<file path="src/rtl/rr_reg_arbiter.sv">
// Round-robin arbiter sharing one registered valid/ready output channel among N_REQ
// requesters; each ownership lasts up to MAX_BURST beats, followed by one IDLE cycle.
module rr_reg_arbiter #(
  parameter int N_REQ     = 4,
  parameter int DW        = 8,
  parameter int MAX_BURST = 4
) (
  input  logic                clk,
  input  logic                rst,
  input  logic [N_REQ-1:0]    req,
  input  logic [N_REQ*DW-1:0] din,
  output logic [N_REQ-1:0]    gnt,
  output logic [N_REQ-1:0]    ack,
  output logic [DW-1:0]       dout,
  output logic                dout_valid,
  input  logic                out_ready
);

  localparam int PW = $clog2(N_REQ);
  localparam int CW = (MAX_BURST > 1) ? $clog2(MAX_BURST) : 1;

  typedef enum logic {IDLE, OWN} state_t;

  state_t           state_q, state_d;
  logic [PW-1:0]    ptr_q, ptr_d;
  logic [PW-1:0]    owner_q, owner_d;
  logic [PW-1:0]    win, owner_nxt;
  logic [CW-1:0]    count_q, count_d;
  logic [N_REQ-1:0] gnt_d;
  logic             slot_free, own_req, beat, last_beat;
  logic [DW-1:0]    din_sel;

  // First set request scanning from p upward, wrapping modulo N_REQ.
  function automatic logic [PW-1:0] pick_winner(input logic [N_REQ-1:0] r,
                                                 input logic [PW-1:0]    p);
    logic [PW-1:0] w;
    logic [PW-1:0] cand;
    logic          found;
    w     = '0;
    found = 1'b0;
    for (int k = 0; k < N_REQ; k++) begin
      cand = PW'((int'(p) + k) % N_REQ);
      if (!found && r[cand]) begin
        w     = cand;
        found = 1'b1;
      end
    end
    return w;
  endfunction

  always_comb begin
    din_sel = '0;
    for (int i = 0; i < N_REQ; i++) begin
      if (owner_q == PW'(i)) din_sel = din[i*DW +: DW];
    end
  end

  assign win       = pick_winner(req, ptr_q);
  assign owner_nxt = (owner_q == PW'(N_REQ - 1)) ? '0 : owner_q + 1'b1;
  assign slot_free = !dout_valid || out_ready;
  assign own_req   = req[owner_q];
  assign beat      = (state_q == OWN) && own_req && slot_free;
  assign last_beat = beat && (count_q == CW'(MAX_BURST - 1));
  // gnt is one-hot on the owner while in OWN, so it doubles as the ack mask.
  assign ack       = beat ? gnt : '0;

  always_comb begin
    state_d = state_q;
    ptr_d   = ptr_q;
    owner_d = owner_q;
    count_d = count_q;
    gnt_d   = gnt;
    case (state_q)
      IDLE: begin
        if (|req) begin
          state_d = OWN;
          owner_d = win;
          count_d = '0;
          gnt_d   = N_REQ'(1) << win;
        end
      end
      OWN: begin
        if (!own_req || last_beat) begin
          state_d = IDLE;
          gnt_d   = '0;
          ptr_d   = owner_nxt;
        end else if (beat) begin
          count_d = count_q + 1'b1;
        end
      end
      default: begin
        state_d = IDLE;
        gnt_d   = '0;
      end
    endcase
  end

  // Control state register
  always_ff @(posedge clk) begin
    if (rst) begin
      state_q <= IDLE;
      ptr_q   <= '0;
      owner_q <= '0;
      count_q <= '0;
      gnt     <= '0;
    end else begin
      state_q <= state_d;
      ptr_q   <= ptr_d;
      owner_q <= owner_d;
      count_q <= count_d;
      gnt     <= gnt_d;
    end
  end

  // Output register: a new beat wins over a consume in the same cycle
  always_ff @(posedge clk) begin
    if (rst) begin
      dout       <= '0;
      dout_valid <= 1'b0;
    end else if (beat) begin
      dout       <= din_sel;
      dout_valid <= 1'b1;
    end else if (out_ready) begin
      dout_valid <= 1'b0;
    end
  end

endmodule
</file>
<file path="config.mk">
export PLATFORM = sky130hd
export DESIGN_NAME = rr_reg_arbiter
export DESIGN_NICKNAME = d
export VERILOG_FILES = /design/src/rtl/rr_reg_arbiter.sv
export SDC_FILE = /design/constraint.sdc
export NUM_CORES = 1
export LEC_CHECK = 0
export BUFFER_PORTS_ARGS = -buffer_cell sky130_fd_sc_hd__buf_2
export CAP_MARGIN = 10
export CORE_ASPECT_RATIO = 0.6
export CORE_MARGIN = 2
export CORE_UTILIZATION = 47
export DETAILED_ROUTE_END_ITERATION = 10
export PLACE_DENSITY = 0.84
export RECOVER_POWER = 25
export SYNTH_ARGS = -nofsm -noshare
export SYNTH_HDL_FRONTEND = slang
export SYNTH_SLANG_ARGS = --single-unit
</file>
<file path="constraint.sdc">
create_clock -name clk -period 2.3 [get_ports clk]
set_input_delay 0 -clock clk [delete_from_list [all_inputs] [get_ports clk]]
set_output_delay 0 -clock clk [all_outputs]
set_load 0.01 [all_outputs]
</file>
* Word level (Yosys, flattened, before mapping) *
Cells that the tools add are included.

storage, ports and cells
  register bits after elaboration = 20
  input bits = 39
  output and inout bits = 17
  word-level logic and storage cells = 82

operators by class
  $add $sub $neg = 5
  magnitude comparators = 5
  equality and inequality tests = 8
  shifts and indexed selects = 1
  muxes and demuxes = 35
  bitwise gates (word level) = 1
  reductions and logical operators = 20

operators by type and width
  kind                                                        count
  2-to-1 mux 8 bit                                            4
  2-to-1 mux 2 bit                                            8
  less-than comparator 2 x 3 -> 1 bit, second input constant  5
  2-to-1 mux 1 bit                                            12
  2-to-1 mux 4 bit                                            3
  binary-select mux 1 bit (select 2 bit)                      5
  case mux 4 bit (2 select lines)                             1
  adder 2 x 1 -> 2 bit, second input constant                 3
  == test 2 bit, second input constant                        3
  logical AND 1 bit                                           6
  AND reduction 2 bit                                         3
  zero test 1 bit                                             5
  adder 2 bit, second input constant                          2
  != test 2 x 1 -> 1 bit, second input constant               2
  != test 2 bit, second input constant                        2
  case mux 2 bit (2 select lines)                             1
  OR reduction 4 bit                                          1
  left shift 1 x 2 -> 4 bit, first input constant             1
  AND reduction 3 bit                                         1
  == test 2 x 1 -> 1 bit, second input constant               1
  zero test 2 bit                                             1
  logical OR 1 bit                                            2
  case mux 1 bit (2 select lines)                             1
  nonzero test 2 bit                                          1
  inverter 1 bit                                              1

* Depth between registers and ports, before layout *
  depth in word-level cells = 15
  mapped depth = 8
  gate-level depth less buffers = 6

* Worst setup path before layout *
OpenSTA, ideal clock, no wires.

  path kind = reg-to-reg
  from = register owner_q[0]
  to = register dout[3]
  setup time = 0.139 ns
  data arrival time = 1.470 ns
  required time = 2.161 ns
  slack = 0.691 ns
  stages on the path, launching flop included = 6
  path buffers = 1
  clock period less this slack = 1.609 ns
  path through = dfxtp_1 mux4_2 and3_4 buf_6 nor2_1 a211oi_2

between the ends
  cells in the longest elaborated chain, start to end = 5
  elaborated cells between the ends (all ways) = 12
  classes of those cells = eq/ne (3); mux (6); reduce/logical (3)

RTL lines
  what                           line  text
  start: declaration             26    logic [PW-1:0] owner_q, owner_d;
  start signal: assignment       109   owner_q <= owner_d;
  zero test 2 bit                54    if (owner_q == PW'(i)) din_sel = din[i*DW +: DW];
  2-to-1 mux 8 bit (4 in a row)  54
  end signal: assignment         121   dout <= din_sel;
  end: declaration               14    output logic [DW-1:0] dout,

Parallel ways exist; a longest one is shown, timed or not. The select of a mux whose other input is x is not followed.
A chain may end at the register's enable or synchronous reset.

* Final worst setup path *
  from = register owner_q[0]
  to = output port ack[1]

between the ends
  cells in the longest elaborated chain, start to end = 5

RTL lines
  what                                    line  text
  binary-select mux 1 bit (select 2 bit)  61    assign own_req = req[owner_q];
  2-to-1 mux 1 bit (implied by the code)  61
  logical AND 1 bit (2 in a row)          62    assign beat = (state_q == OWN) && own_req && slot_free;
  2-to-1 mux 4 bit                        65    assign ack = beat ? gnt : '0;
  end: declaration                        13    output logic [N_REQ-1:0] ack,

Every way passes these cells. The select of a mux whose other input is x is not followed.

==> results.sh <==
export IMPL_hold_viol=0
export IMPL_pwr_density_cell_nw_per_um2=586
export IMPL_io_pins=56
export IMPL_synthTopCellsByArea="dfxtp_1, a21oi_1, a211oi_2"
export IMPL_path_clk_slew_ps=70
export IMPL_fillers=232
export IMPL_yosys_most_used_dff="dfxtp_1"
export IMPL_max_stage_delay_ps=610
export IMPL_layout_nets=249
export IMPL_die_width_microns=71.8
export IMPL_core_area_sq_um=2560
export IMPL_final_core_util=0.621
export IMPL_cts_sinks=20
export IMPL_drv_cap=0
export IMPL_cts_root_buf="clkbuf_8"
export IMPL_placed_area_sq_um=1550
export IMPL_crit_type="reg2out"
export IMPL_cp_depth=4
export IMPL_drt_iter0_markers=73
export IMPL_port_buffers=55
export IMPL_finalMaxSlewViolations=0
export IMPL_antenna_found_initial=0
export IMPL_diodes=0
export IMPL_startpoint_type="register"
export IMPL_postCtsHoldBufs=0
export IMPL_vias=1295
export IMPL_hold_class="in2reg"
export IMPL_gr_total_overflow=0
export IMPL_yosysWarnings=0
export IMPL_dr_pass1_iters=4
export IMPL_dp_slack_ps=585
export IMPL_start_util=0.507
export IMPL_finClkSkew_ps=2.08
export IMPL_hpwl_microns=2420
export IMPL_critical_path_arrival_ps=1970
export IMPL_finalHoldWorstSlack_ps=118
export IMPL_p_leak_nw=0.699
export IMPL_yosysSeqAreaShare=0.309
export IMPL_reg2regPathDepth=4
export IMPL_syn_nets=201
export IMPL_setup_viol=0
export IMPL_first_global_vias=1170
export IMPL_grt_pass1_wl_microns=5320
export IMPL_drive_gt1_frac=0.338
export IMPL_cp_max_fo=21
export IMPL_status="completed"
export IMPL_drtAntennaViolNets=0
export IMPL_die_area_sq_um=3210
export IMPL_post_cts_setup_buffers=0
export IMPL_yosysTopAreaCellShare=0.309
export IMPL_grt_use_total=0.217
export IMPL_chipHeight_microns=44.7
export IMPL_finalCritPeriodShare=0.856
export IMPL_syn2layout_area_growth_pct=22.5
export IMPL_ys_top_cells_by_count="a21oi_1, dfxtp_1, nor2_1, inv_1, nand2_1"
export IMPL_wl_microns=3180
export IMPL_place_congestion=0.854
export IMPL_critical_path_endpoint_type="output pin"
export IMPL_vias_per_cell=5.49
export IMPL_rrSetupSlack_ps=570
export IMPL_async_reset_ff_frac=0
export IMPL_crit_family="multiplexers"
export IMPL_wl_per_cell_microns=13.5
export IMPL_num_rows=14
export IMPL_rsz0062_at_grt="false"
export IMPL_cts_tree="done"
export IMPL_synth_area_sq_um=1300
export IMPL_critical_path_buf_inv_count=1
export IMPL_cts_buffer_depth=2
export IMPL_syn_area_per_cell_sq_um=8.26
export IMPL_tns_ps=0
export IMPL_min_period_ps=1970
export IMPL_worstSkewPairLatency_ps=260
export IMPL_drcViolationCount=0
export IMPL_synth_most_common_cell="a21oi_1"
export IMPL_grt_max_degree=22
export IMPL_synth_seq_cells=20
export IMPL_slew_limit_headroom=0.638
export IMPL_setup_slack_ps=331
export IMPL_hold_depth=4
export IMPL_stdcell_area_sq_um=1590
export IMPL_cts_resized=0
export IMPL_cp_data_required_time_ps=2300
export IMPL_h_tree_depth=1
export IMPL_vdd_ir_drop_max_v=0.000295
export IMPL_syn_inst=157
export IMPL_numCtsBuffers=3
export IMPL_tightestPinTransition_ps=542
export IMPL_yosys_area_top_type="dfxtp_1"
export IMPL_ys_types=40
export IMPL_synth_edff_count=0
export IMPL_crit_chain="mux4_2 > and3_4 > and2_2 > buf_2"
export IMPL_fmax_ghz=0.508
export IMPL_slowest_stage="mux4_2"
-- logic make-up (layout without fill, tap and decap cells) --
group / count (synthesis) / in the layout / share of synthesized area
mux: 3 / 3 / 0.0328
flops: 20 / 20 / 0.309
simple gates: 41 / 41 / 0.155
buf+inv: 25 / 72 / 0.0897
compound gates: 63 / 63 / 0.366
fa+ha+maj: 5 / 5 / 0.0482
-- state kept, by name, indices dropped and copies added (netlist names) --
name	flops
dout	8
owner_q	2
ptr_q	2
gnt	4
dout_valid	1
count_q	2
state_q	1
-- where the power goes --
group	switching (mW)	internal (mW)
logic	0.149	0.113
clock network	0.116	0.152
registers	0.0251	0.375
-- cell usage in the layout, fill, tap and decap left out, types with 4 or more instances in the layout --
cell,synthesis,routed
clkbuf_8,0,4
nor2_1,14,14
ha_1,5,5
a32o_1,4,4
nand2_1,13,13
dfxtp_1,20,20
inv_1,13,13
o21ai_0,8,8
a21oi_1,21,21
buf_2,0,46
clkbuf_1,8,9
a211oi_2,8,8
a22oi_1,8,8
-- worst reg2reg max path, delay by kind of cell, from the launching register on --
family           cells  cell delay [ps]
AO/OA/AOI/OAI        2              460
flip-flops           1              450
multiplexers         1              610
AND/OR/NAND/NOR      1              100
-- through the flow --
stage	power [mW]	cells
6_report	0.932	236
5_1_grt	0.985	236
4_1_cts	0.939	236
3_5_place_dp	0.673	232
3_3_place_gp	0.669	232
2_1_floorplan	0.591	157
-- area by class of cell --
type | instances | area [sq um] | area share
multi-input cells | 112 | 781 | 0.491
well taps | 32 | 40.0 | 0.0252
inverters | 13 | 48.8 | 0.0307
flip-flops and latches | 20 | 400 | 0.252
clock buffers | 4 | 55.1 | 0.0346
repair buffers | 55 | 264 | 0.166
-- routing by layer --
metal / global-route usage / up-vias / share of wire
met4: 0.0453 / 0 / 0.0072
met3: 0.0580 / 4 / 0.095
met2: 0.324 / 57 / 0.39
met1: 0.316 / 572 / 0.51
li1: - / 662 / -
met5: 0 / - / 0
-- worst paths after layout --
check / end / start
max: ack[1] / owner_q[0]$_SDFFE_PP0P_
min: dout_valid$_SDFFE_PP0P_ / out_ready
max reg2reg: gnt[1]$_SDFFE_PP0P_ / owner_q[0]$_SDFFE_PP0P_
min reg2reg: count_q[0]$_SDFFE_PP0P_ / count_q[0]$_SDFFE_PP0P_
(Power assumes the default switching activity.)
